### src/rtl/fnd_scan_controller.sv
// Four-digit FND scan sequencer: steps the digit select at a fixed slot rate,
// inserts a dark guard at each digit switch and swaps display words only between frames.
module fnd_scan_controller #(
  parameter int TICK_DIV  = 100000,
  parameter int GUARD_CYC = 1000
) (
  input  logic        i_clk,
  input  logic        i_rst_n,
  input  logic        i_dispOn,
  input  logic        i_load,
  input  logic [15:0] i_value,
  input  logic        i_blankLeadZero,
  output logic [1:0]  o_digitSelect,
  output logic [3:0]  o_value,
  output logic        o_en,
  output logic        o_pending,
  output logic        o_frameDone
);

  localparam int             CW         = (TICK_DIV > 1) ? $clog2(TICK_DIV) : 1;
  localparam logic [CW-1:0]  TICK_LAST  = CW'(TICK_DIV - 1);
  localparam logic [CW-1:0]  GUARD_LAST = CW'((GUARD_CYC > 0) ? GUARD_CYC - 1 : 0);
  localparam bit             HAS_GUARD  = (GUARD_CYC > 0);

  typedef enum logic [1:0] {
    IDLE  = 2'd0,
    GUARD = 2'd1,
    ON    = 2'd2
  } state_t;

  state_t        state, state_n;
  logic [CW-1:0] cnt, cnt_n;
  logic [1:0]    digit, digit_n;
  logic [15:0]   disp_reg, disp_n;
  logic [15:0]   shadow_reg;
  logic          pending, pending_n;
  logic          frame_bnd;
  logic          copy_shadow;

  function automatic logic [3:0] nibble_of(input logic [15:0] word, input logic [1:0] d);
    case (d)
      2'd0:    nibble_of = word[3:0];
      2'd1:    nibble_of = word[7:4];
      2'd2:    nibble_of = word[11:8];
      default: nibble_of = word[15:12];
    endcase
  endfunction

  // A digit is a leading zero when it and every more-significant nibble are zero.
  function automatic logic is_blanked(input logic [15:0] word, input logic [1:0] d,
                                      input logic blz);
    case (d)
      2'd1:    is_blanked = blz && (word[15:4] == 12'h000);
      2'd2:    is_blanked = blz && (word[15:8] == 8'h00);
      2'd3:    is_blanked = blz && (word[15:12] == 4'h0);
      default: is_blanked = 1'b0;
    endcase
  endfunction

  always_comb begin
    state_n   = state;
    cnt_n     = cnt;
    digit_n   = digit;
    frame_bnd = (state == ON) && (cnt == TICK_LAST) && (digit == 2'd3);
    case (state)
      IDLE: begin
        cnt_n   = '0;
        digit_n = 2'd0;
        if (i_dispOn) state_n = HAS_GUARD ? GUARD : ON;
      end
      GUARD: begin
        if (!i_dispOn) begin
          state_n = IDLE;
          cnt_n   = '0;
          digit_n = 2'd0;
        end else begin
          cnt_n = cnt + 1'b1;
          if (cnt == GUARD_LAST) state_n = ON;
        end
      end
      ON: begin
        if (!i_dispOn) begin
          state_n = IDLE;
          cnt_n   = '0;
          digit_n = 2'd0;
        end else if (cnt == TICK_LAST) begin
          cnt_n   = '0;
          digit_n = digit + 2'd1;
          state_n = HAS_GUARD ? GUARD : ON;
        end else begin
          cnt_n = cnt + 1'b1;
        end
      end
      default: begin
        state_n = IDLE;
        cnt_n   = '0;
        digit_n = 2'd0;
      end
    endcase

    // Shadow moves to the display only between frames, or at once while idle.
    copy_shadow = pending && (frame_bnd || (state == IDLE));
    disp_n      = copy_shadow ? shadow_reg : disp_reg;
    if (i_load)           pending_n = 1'b1;
    else if (copy_shadow) pending_n = 1'b0;
    else                  pending_n = pending;
  end

  always_ff @(posedge i_clk or negedge i_rst_n) begin
    if (!i_rst_n) begin
      state         <= IDLE;
      cnt           <= '0;
      digit         <= 2'd0;
      disp_reg      <= 16'h0000;
      shadow_reg    <= 16'h0000;
      pending       <= 1'b0;
      o_digitSelect <= 2'd0;
      o_value       <= 4'h0;
      o_en          <= 1'b0;
      o_pending     <= 1'b0;
      o_frameDone   <= 1'b0;
    end else begin
      state    <= state_n;
      cnt      <= cnt_n;
      digit    <= digit_n;
      disp_reg <= disp_n;
      pending  <= pending_n;
      if (i_load) shadow_reg <= i_value;
      // Outputs are registered from next-state values so they line up with the state register.
      o_digitSelect <= digit_n;
      o_value       <= nibble_of(disp_n, digit_n);
      o_en          <= (state_n == ON) && !is_blanked(disp_n, digit_n, i_blankLeadZero);
      o_pending     <= pending_n;
      o_frameDone   <= (state_n == ON) && (cnt_n == TICK_LAST) && (digit_n == 2'd3);
    end
  end

endmodule

### config.mk
export PLATFORM = sky130hd
export DESIGN_NAME = fnd_scan_controller
export DESIGN_NICKNAME = d
export VERILOG_FILES = /design/src/rtl/fnd_scan_controller.sv
export SDC_FILE = /design/constraint.sdc
export NUM_CORES = 1
export LEC_CHECK = 0
export CAP_MARGIN = 10
export CORE_ASPECT_RATIO = 0.6
export CORE_MARGIN = 2
export CORE_UTILIZATION = 50
export DETAILED_ROUTE_END_ITERATION = 12
export GPL_TIMING_DRIVEN = 1
export PLACE_DENSITY = 0.8
export SYNTH_ARGS = -nofsm -noshare
export SYNTH_HDL_FRONTEND = slang
export SYNTH_SLANG_ARGS = --single-unit
### constraint.sdc
create_clock -name i_clk -period 3.3 [get_ports i_clk]
set_input_delay 0.33 -clock i_clk [delete_from_list [all_inputs] [get_ports i_clk]]
set_output_delay 0.33 -clock i_clk [all_outputs]
set_load 0.02 [all_outputs]
# == Yosys cells after proc, flatten, opt, wreduce, memory -nomap -nowiden ==
# Index checks and enable logic that the tools add are counted.
# classes
add_sub_neg,2
n_reduce_logical,17
mux,19
eq_ne,10
# ops
operator,n
17-bit two-way mux,3
17-bit equality test (second input constant),2
17-bit one-hot mux with 2 select lines,1
17-bit by 1-bit adder with 17-bit output (second input constant),1
17-bit by 10-bit equality test with 1-bit output (second input constant),1
16-bit two-way mux,1
2-bit two-way mux,8
12-bit zero test,1
4-bit one-hot mux with 3 select lines,1
2-bit equality test (second input constant),5
1-bit logical AND,9
8-bit zero test,1
2-bit one-hot mux with 3 select lines,1
2-bit by 1-bit equality test with 1-bit output (second input constant),2
2-bit zero test,2
4-bit zero test,1
2-bit one-hot mux with 2 select lines,1
1-bit one-hot mux with 3 select lines,1
2-bit by 1-bit adder with 2-bit output (second input constant),1
1-bit two-way mux,2
2-bit nonzero test,1
1-bit zero test,1
1-bit logical OR,1
# word_totals
regBits,60
in_bits,21
output_inout_bits,9
elab_cells,57

# == Logic depth before layout (Yosys ltp) ==
# Gate-level depths: netlist (run 1).
# depth
word_depth,11
ltp_mapped,10
mapped_depth_nobuf,8

# == Worst setup path before layout (run 1) ==
# OpenSTA, ideal clock, no wires.
# synth_path
path_type,reg2reg
from,register cnt[11]
to,register o_en
path_buffers,1
arrival_time_ns,2.039
period_less_slack_ns,2.178
setup_slack_ns,1.122
path_stages_with_launch,8
required_time_ns,3.160
setup_time_ns,0.140
cell_sequence,dfrtp_1 buf_2 or4_4 or3_4 nor2_2 nor3_1 a2111oi_0 a311oi_1
# synth_between
elab_chain_cells,11
elab_cells_between_ends,28
classes_between,eq/ne: 6; mux: 10; reduce/logical: 12
# synth_rtl
item,line_no,rtl
from (decl),32,"logic [CW-1:0] cnt, cnt_n;"
from (signal assigned),124,cnt <= cnt_n;
17-bit equality test,"64, 86",
1-bit logical AND (2 in a row),64,frame_bnd = (state == ON) && (cnt == TICK_LAST) && (digit == 2'd3);
1-bit logical OR,102,copy_shadow = pending && (frame_bnd || (state == IDLE));
1-bit logical AND,102,
16-bit two-way mux,103,disp_n = copy_shadow ? shadow_reg : disp_reg;
12-bit zero test (tied with other cells),53,2'd1: is_blanked = blz && (word[15:4] == 12'h000);
1-bit logical AND (on tied branches),"53, 54, 55",
1-bit one-hot mux with 3 select lines,52,case (d)
1-bit zero test,132,"o_en <= (state_n == ON) && !is_blanked(disp_n, digit_n, i_blankLeadZero);"
1-bit logical AND *,132,
to (signal assigned),132,
to (decl),15,"output logic o_en,"
# Every way passes the cells marked *; elsewhere a longest branch is shown, timed or not.
# A chain may end at the register's enable or synchronous reset.

# == Worst setup path in the final report (run 1) ==
# layout_path
from,register cnt[0]
to,register o_value[1]
# layout_between
elab_chain_cells,7
elab_cells_between_ends,13
classes_between,eq/ne: 3; mux: 5; reduce/logical: 5
# layout_rtl
item,line_no,rtl
17-bit equality test,64,
1-bit logical AND (2 in a row),64,
1-bit logical OR,102,
1-bit logical AND,102,
16-bit two-way mux,103,
named net disp_n[1],34,"logic [15:0] disp_reg, disp_n;"
4-bit one-hot mux with 3 select lines,41,case (d)
to (signal assigned),131,"o_value <= nibble_of(disp_n, digit_n);"
to (decl),14,"output logic [3:0] o_value,"
# The timed path passes the listed nets, and every way through them passes these cells.

==> results of run 1 <==
layer usage:
layer  vias up  global-route usage (%)  wire, um
met3         5                    6.24       358
met1      1062                    31.5      3400
met2        58                    28.8      2600
met4         0                    6.50        60
met5         -                       0         0
li1       1047                       -         -
report_power, final:
part | leakage, nW | switching, mW | internal, mW | total (mW)
Clock | 0.0917 | 0.275 | 0.333 | 0.608
Combinational | 0.658 | 0.348 | 0.319 | 0.667
Sequential | 0.751 | 0.0918 | 0.902 | 0.994
worst max-delay path, stage by stage (launching register included):
cell and delay, ns:
dfrtp_1 0.43, ha_1 0.28, nand3_1 0.20, nor4_2 0.44
a22oi_1 0.12, buf_4 0.25, mux2_2 0.31, mux2i_1 0.25
mux2i_1 0.12
how the worst max path moves through the flow:
| stage | from | cells after the start | slack (ns) | endpoint |
|---|---|---|---|---|
| after floorplan | cnt[11] | 7 | 1.12 | o_en |
| after global placement | cnt[0] | 8 | 0.88 | o_en |
| after detailed placement | cnt[0] | 8 | 0.82 | o_value[1] |
| after CTS | cnt[0] | 8 | 0.80 | o_value[1] |
| after global routing | cnt[0] | 8 | 0.51 | o_en |
| final | cnt[0] | 8 | 0.78 | o_value[1] |
cell families after synthesis:
group           Yosys count
buf+inv                  23
flops                    60
fa+ha+maj                 6
xor+xnor                 17
simple gates             95
compound gates           25
mux                      46
placed cells by master, fill, tap and decap left out, types with 2 or more instances in the layout:
| cell type | Yosys | final |
|---|---|---|
| nand4b_1 | 3 | 3 |
| mux2_2 | 29 | 29 |
| a21oi_1 | 5 | 5 |
| xnor2_1 | 8 | 8 |
| or4_4 | 2 | 2 |
| mux2_1 | 3 | 3 |
| nand4_1 | 4 | 4 |
| nand2_1 | 17 | 17 |
| nor2_1 | 23 | 23 |
| buf_4 | 2 | 4 |
| clkinvlp_4 | 0 | 2 |
| mux2i_1 | 14 | 14 |
| inv_1 | 8 | 8 |
| nand3_1 | 10 | 10 |
| nor2b_1 | 2 | 2 |
| ha_1 | 6 | 6 |
| xor2_1 | 9 | 9 |
| clkdlybuf4s50_1 | 0 | 28 |
| or3_1 | 3 | 3 |
| nor4_1 | 10 | 10 |
| nor4_2 | 2 | 2 |
| o21ai_0 | 4 | 4 |
| clkbuf_8 | 0 | 12 |
| nor3_1 | 6 | 6 |
| inv_2 | 2 | 2 |
| dfrtp_1 | 60 | 60 |
area by class of cell:
cell class / instances / area (um2) / share of cell area, %
sequential: 60 / 1500 / 41.5
tap: 84 / 105 / 2.90
clock buffer: 13 / 169 / 4.66
multi-input combinational: 189 / 1460 / 40.4
timing repair buffer: 34 / 325 / 8.98
clock inverter: 3 / 20.0 / 0.553
inverter: 10 / 37.5 / 1.04
==> summary.md, run 1 <==
| Metric | Value |
|---|---|
| YS warnings | `0` |
| Residual DRC | `0` |
| Pwr Density | `626 nW/um2` |
| Fin Setup TNS | `0 ns` |
| Final Hold Viols | `0` |
| Yosys top cell area share | `49.0%` |
| Setup Fix Bufs, Post-CTS | `0` |
| Largest cells by area after synthesis | `dfrtp_1 (49%), mux2_2 (11%), mux2i_1 (4.6%)` |
| P&R area growth vs syn | `18.1%` |
| Yosys cell types | `54` |
| Port bufs | `29` |
| Post-DP HPWL | `4.82 mm` |
| Die area | `6800 um2` |
| Cell count after synthesis | `272` |
| Number of DRC markers in iteration 0 | `191` |
| I/O Pins | `30` |
| Final setup viols | `0` |
| Number of synthesized flops with an enable pin | `0` |
| Share of layout cells above drive strength 1 | `21.0%` |
| Antenna violations before repair | `0` |
| Synth Cell Area | `3070 um2` |
| Max FFs per register | `17` |
| CTS tree | `built` |
| Leakage | `1.50 nW` |
| Minimum clock period after layout | `2.52 ns` |
| Worst hold slack | `0.490 ns` |
| Worst Setup Start Kind | `register` |
| All-Layer GR Usage | `21.0%` |
| Wirelength per Cell | `16.3 um` |
| Final Core Density | `60.1%` |
| Vias/cell | `5.53` |
| Final clock skew | `0.00426 ns` |
| Row count | `22` |
| Num CTS Buffers | `9` |
| Global-route wire length before repair | `10.9 mm` |
| Synth top cells by count | `dfrtp_1 (60), mux2_2 (29), nor2_1 (23), nand2_1 (17), mux2i_1 (14)` |
| Initial Util | `50.9%` |
| Core ar. | `6030 um2` |
| Root buffer cell | `clkbuf_8` |
| Worst-path fanout max | `20` |
| Class of the worst hold path | `in2async` |
| Fill count | `500` |
| Post-Route WL | `6.42 mm` |
| H-tree levels | `3` |
| Final Cycle Share | `76.5%` |
| VDD IR-drop max | `0.277 mV` |
| Critical Path RT | `3.50 ns` |
| Final Cell Area | `3620 um2` |
| RSZ-0062 raised after global routing | `false` |
| Post-DP Area | `3420 um2` |
| Relative slew margins | `44.6%` |
| Worst-margin pin slew | `0.829 ns` |
| Tot Pwr | `2.27 mW` |
| Die span in x | `105 um` |
| Reg-to-reg startpoint | `cnt[0]` |
| R2R Setup Slk | `0.78 ns` |
| Sequential element share of the synthesized area | `49.0%` |
| Largest family of logic cells by synthesized area | `simple AND/OR/NAND/NOR gates` |
| Top_reg_cell synth | `dfrtp_1` |
| Ys async rst share | `100%` |
| Worst setup EP type | `register` |
| Adder-Cell Fraction of Synth Area | `2.45%` |
| DRT Pass-1 Iters | `4` |
| RePlAce Congestion | `0.925` |
| Post-CTS Resized | `0` |
| Synth Register Bits | `60` |
| Post-synthesis simple-gate area fraction | `17.8%` |
| ANT nets after route | `0` |
| Count leader, synth | `dfrtp_1` |
| Vias in the first global route | `2102` |
| Die Y | `64.7 um` |
| Crit Path Category | `reg2reg` |
| Clock Sinks | `60` |
| Clk pin slew, worst setup/hold paths | `0.07 ns` |
| Final Max Tran Viols | `0` |
| Largest net degree at the start of global routing | `43` |
| Ant. Diodes | `0` |
| Final setup margin | `0.775 ns` |
| FF-to-FF End | `o_value[1]` |
| Synth Area in XOR/XNOR | `4.86%` |
| Mux share of post-synthesis cell area | `16.3%` |
| Total gr overflow | `0` |
| Syn nets | `299` |
| Max Root-Sink Buffers | `2` |
| Synth Area in Compound Gates | `6.12%` |
| CP arrival | `2.72 ns` |
| Place WS | `0.817 ns` |
| Status | `completed` |
| Area leader, netlist | `dfrtp_1` |
| Avg Inst Size Synth | `11.3 um2` |
| Clock Latency Late Sink | `0.32 ns` |
| Layout Nets | `331` |
| Via count | `2172` |
| Dpl cells | `376` |
| Hold Buf Count CTS | `1` |
| Max-cap violations | `0` |
| FF-to-FF path depth | `8` |
| Non-filler cells, final | `393` |
| Max Clk Rate | `396 MHz` |
(Power assumes the default switching activity.)
==> inputs of run 2 (changes only) <==
--- a/config.mk
+++ b/config.mk
@@ -11,7 +11,7 @@
 export CORE_UTILIZATION = 50
 export DETAILED_ROUTE_END_ITERATION = 12
 export GPL_TIMING_DRIVEN = 1
-export PLACE_DENSITY = 0.8
+export PLACE_DENSITY = 0.83
 export SYNTH_ARGS = -nofsm -noshare
 export SYNTH_HDL_FRONTEND = slang
 export SYNTH_SLANG_ARGS = --single-unit
==> constraint.sdc (replaced) <==
create_clock -name i_clk -period 2.1 [get_ports i_clk]
set_input_delay 0.21 -clock i_clk [delete_from_list [all_inputs] [get_ports i_clk]]
set_output_delay 0.21 -clock i_clk [all_outputs]
set_load 0.02 [all_outputs]
==> run 2 against run 1 <==
Compared with the run above: the flow now finishes with violations (hold timing, setup timing); cell area up 17%; total power up 75%; via count up 20%; setup slack got worse by 0.93 ns; die area unchanged; sequential share of layout area shrank 6.2 points; critical path depth down 1; clock power rose by 59%; wire length up 34%; core utilization up 10 points; register-to-register slack got worse by 0.93 ns; non-clock buffer count is 54 higher; critical path type unchanged; highest routed layer unchanged.
==> summary.md, run 2 (same netlist as run 1, synthesis figures left out) <==
| Metric | Value |
|---|---|
| Gate power share | `36.6% (+7.2 points)` |
| Initial Util | `50.9% (unchanged)` |
| Worst hold slack | `-0.0104 ns (-0.500 ns)` |
| Leakage | `1.78 nW (+18%)` |
| Final Hold Viols | `12 (+12)` |
| Clock Latency Late Sink | `0.36 ns (+0.04 ns)` |
| CP max stage cell | `or4_4` |
| Ant. Diodes | `0 (unchanged)` |
| Post-Route WL | `8.62 mm (+34%)` |
| Worst stage delay on the critical path | `0.60 ns (+0.16 ns)` |
| Commonest non-fill, non-tap cell in the layout | `dfrtp_1` |
| Layout Nets | `385 (+16%)` |
| Max-cap violations | `0 (unchanged)` |
| Class of the worst hold path | `in2async` |
| Row count | `22 (unchanged)` |
| Port bufs | `29 (unchanged)` |
| Final Cycle Share | `108% (+31 points)` |
| Number of DRC markers in iteration 0 | `213 (+12%)` |
| Via count | `2604 (+20%)` |
| Die Y | `64.7 um (unchanged)` |
| Clk pin slew, worst setup/hold paths | `0.07 ns (about the same)` |
| Cell chain of the critical path | `or4_4, or3_4, nor2_4, buf_4, nor3_4, a2111oi_2, a311oi_1` |
| RePlAce Congestion | `0.876 (-5.3%)` |
| NetSw | `1.38 mW (+93%)` |
| ANT nets after route | `0 (unchanged)` |
| Final setup viols | `22 (+22)` |
| P&R area growth vs syn | `38.7%` |
| Die span in x | `105 um (unchanged)` |
| Pint | `2.60 mW (+67%)` |
| Clock Sinks | `60 (unchanged)` |
| Clock power share | `24.2% (-2.6 points)` |
| Fin Setup TNS | `-1.73 ns (-1.73 ns)` |
| Global-route wire length before repair | `13.1 mm (+20%)` |
| Pwr Density | `936 nW/um2 (+49%)` |
| Relative slew margins | `50.6% (+6.1 points)` |
| Final clock skew | `0.00881 ns (+0.00455 ns)` |
| Critical Path RT | `2.34 ns (-1.16 ns)` |
| Final Max Tran Viols | `0 (unchanged)` |
| FF-to-FF End | `o_en` |
| Minimum clock period after layout | `2.26 ns (-0.266 ns)` |
| All-Layer GR Usage | `26.3% (+5.3 points)` |
| Share of layout cells above drive strength 1 | `42.5% (+22 points)` |
| Total gr overflow | `0 (unchanged)` |
| CP arrival | `2.49 ns (-0.23 ns)` |
| DRT Pass-1 Iters | `5 (+1)` |
| Hold Buf Count CTS | `0 (-1)` |
| Final setup margin | `-0.158 ns (-0.934 ns)` |
| Crit Path Category | `reg2reg` |
| Place WS | `-0.176 ns (-0.993 ns)` |
| Core ar. | `6030 um2 (unchanged)` |
| FF-to-FF path depth | `7 (-1)` |
| Die area | `6800 um2 (unchanged)` |
| Wirelength per Cell | `19.3 um (+18%)` |
| Failing checks | `hold timing, setup timing` |
| Num CTS Buffers | `9 (unchanged)` |
| Worst-path fanout max | `4 (-80%)` |
| CTS tree | `built` |
| Worst Setup Start Kind | `register` |
| Root buffer cell | `clkbuf_8` |
| Antenna violations before repair | `0 (unchanged)` |
| I/O Pins | `30 (unchanged)` |
| Max Clk Rate | `443 MHz (+12%)` |
| Residual DRC | `0 (unchanged)` |
| Worst setup EP type | `register` |
| Post-DP HPWL | `5.39 mm (+12%)` |
| VDD IR-drop max | `0.435 mV (+57%)` |
| Reg-to-reg startpoint | `cnt[13]` |
| Most frequent cells in the layout | `dfrtp_1 (60), buf_4 (46), mux2_2 (30)` |
| Worst-margin pin slew | `0.741 ns (-0.0883 ns)` |
| Max Root-Sink Buffers | `2 (unchanged)` |
| Vias/cell | `5.84 (+5.6%)` |
| Max FFs per register | `17 (unchanged)` |
| Largest net degree at the start of global routing | `61 (+42%)` |
| Sequential Power Share | `39.1% (-4.7 points)` |
| RSZ-0062 raised after global routing | `true` |
| Sw frac | `34.7% (+3.1 points)` |
| Status | `complete, but fails checks` |
| Vias in the first global route | `2579 (+23%)` |
| R2R Setup Slk | `-0.16 ns (-0.93 ns)` |
| H-tree levels | `3 (unchanged)` |
run 2: cell count changes in the layout (fill, tap and decap cells not counted), sizes merged:
cell	delta
buf	+55
clkbuf	-2
clkinv	+1
dlygate4sd3	-1
run 2: area by class of cell:
class	count	area, um2
Fill cell	369	1770
Multi-Input combinational cell	189	1660
Sequential cell	60	1500
Timing Repair Buffer	88	771
Clock buffer	11	151
Tap cell	84	105
Inverter	10	37.5
Clock inverter	4	25.0
run 2: worst max-delay path by stage:
stage / from / to / slack [ns]
detailed placement: cnt[13] / o_frameDone / -0.18
finish: cnt[13] / o_en / -0.16
floorplan: cnt[13] / o_en / -0.07
CTS: cnt[13] / o_value[3] / -0.12
global placement: cnt[13] / o_frameDone / -0.1
global route: cnt[13] / o_value[0] / -0.25
run 2: layer usage:
| metal | share of wire, % | wire length, um | GRT usage (%) |
|---|---|---|---|
| met5 | 0 | 0 | 0 |
| met1 | 44 | 3830 | 34.5 |
| met2 | 45 | 3880 | 40.3 |
| met3 | 7.5 | 646 | 9.26 |
| met4 | 3.0 | 258 | 10.2 |
run 2: power by group through the flow:
stage | Clock, mW | Combinational (mW) | Sequential (mW)
3_3_place_gp | 0 | 1.13 | 1.55
2_1_floorplan | 0 | 0.644 | 1.60
3_5_place_dp | 0 | 1.17 | 1.57
6_report | 0.964 | 1.46 | 1.56
5_1_grt | 1.03 | 1.55 | 1.58
4_1_cts | 0.965 | 1.31 | 1.55
run 2: critical path, delay by kind of cell, from the launching register on:
family / cells / cell delay, ns
buffers and inverters: 1 / 0.14
AND/OR/NAND/NOR: 4 / 1.21
flip-flops: 1 / 0.38
AO/OA/AOI/OAI: 2 / 0.40
run 2: stage by stage:
stage / power [mW] / util, % / std cells / hold WS, ns / instance area, um2
after global routing: 4.16 / 70.6 / 446 / 0.0691 / 4250
after global placement: 2.68 / 62.1 / 419 / 0.400 / 3750
after detailed placement: 2.74 / 62.1 / 419 / 0.402 / 3750
after floorplan: 2.25 / - / 272 / -0.0856 / 3080
after CTS: 3.82 / 67.9 / 443 / 0.0261 / 4100
final: 3.98 / 70.6 / 446 / -0.0104 / 4250
run 2: what timing repair did:
item                       in CTS  in global routing
cloned                          4                  1
setup buffers                   5                  5
gates resized for setup        27                 42
hold endpoints to repair        0                  0
pin swaps                      10                 18
setup endpoints to repair      18                 24
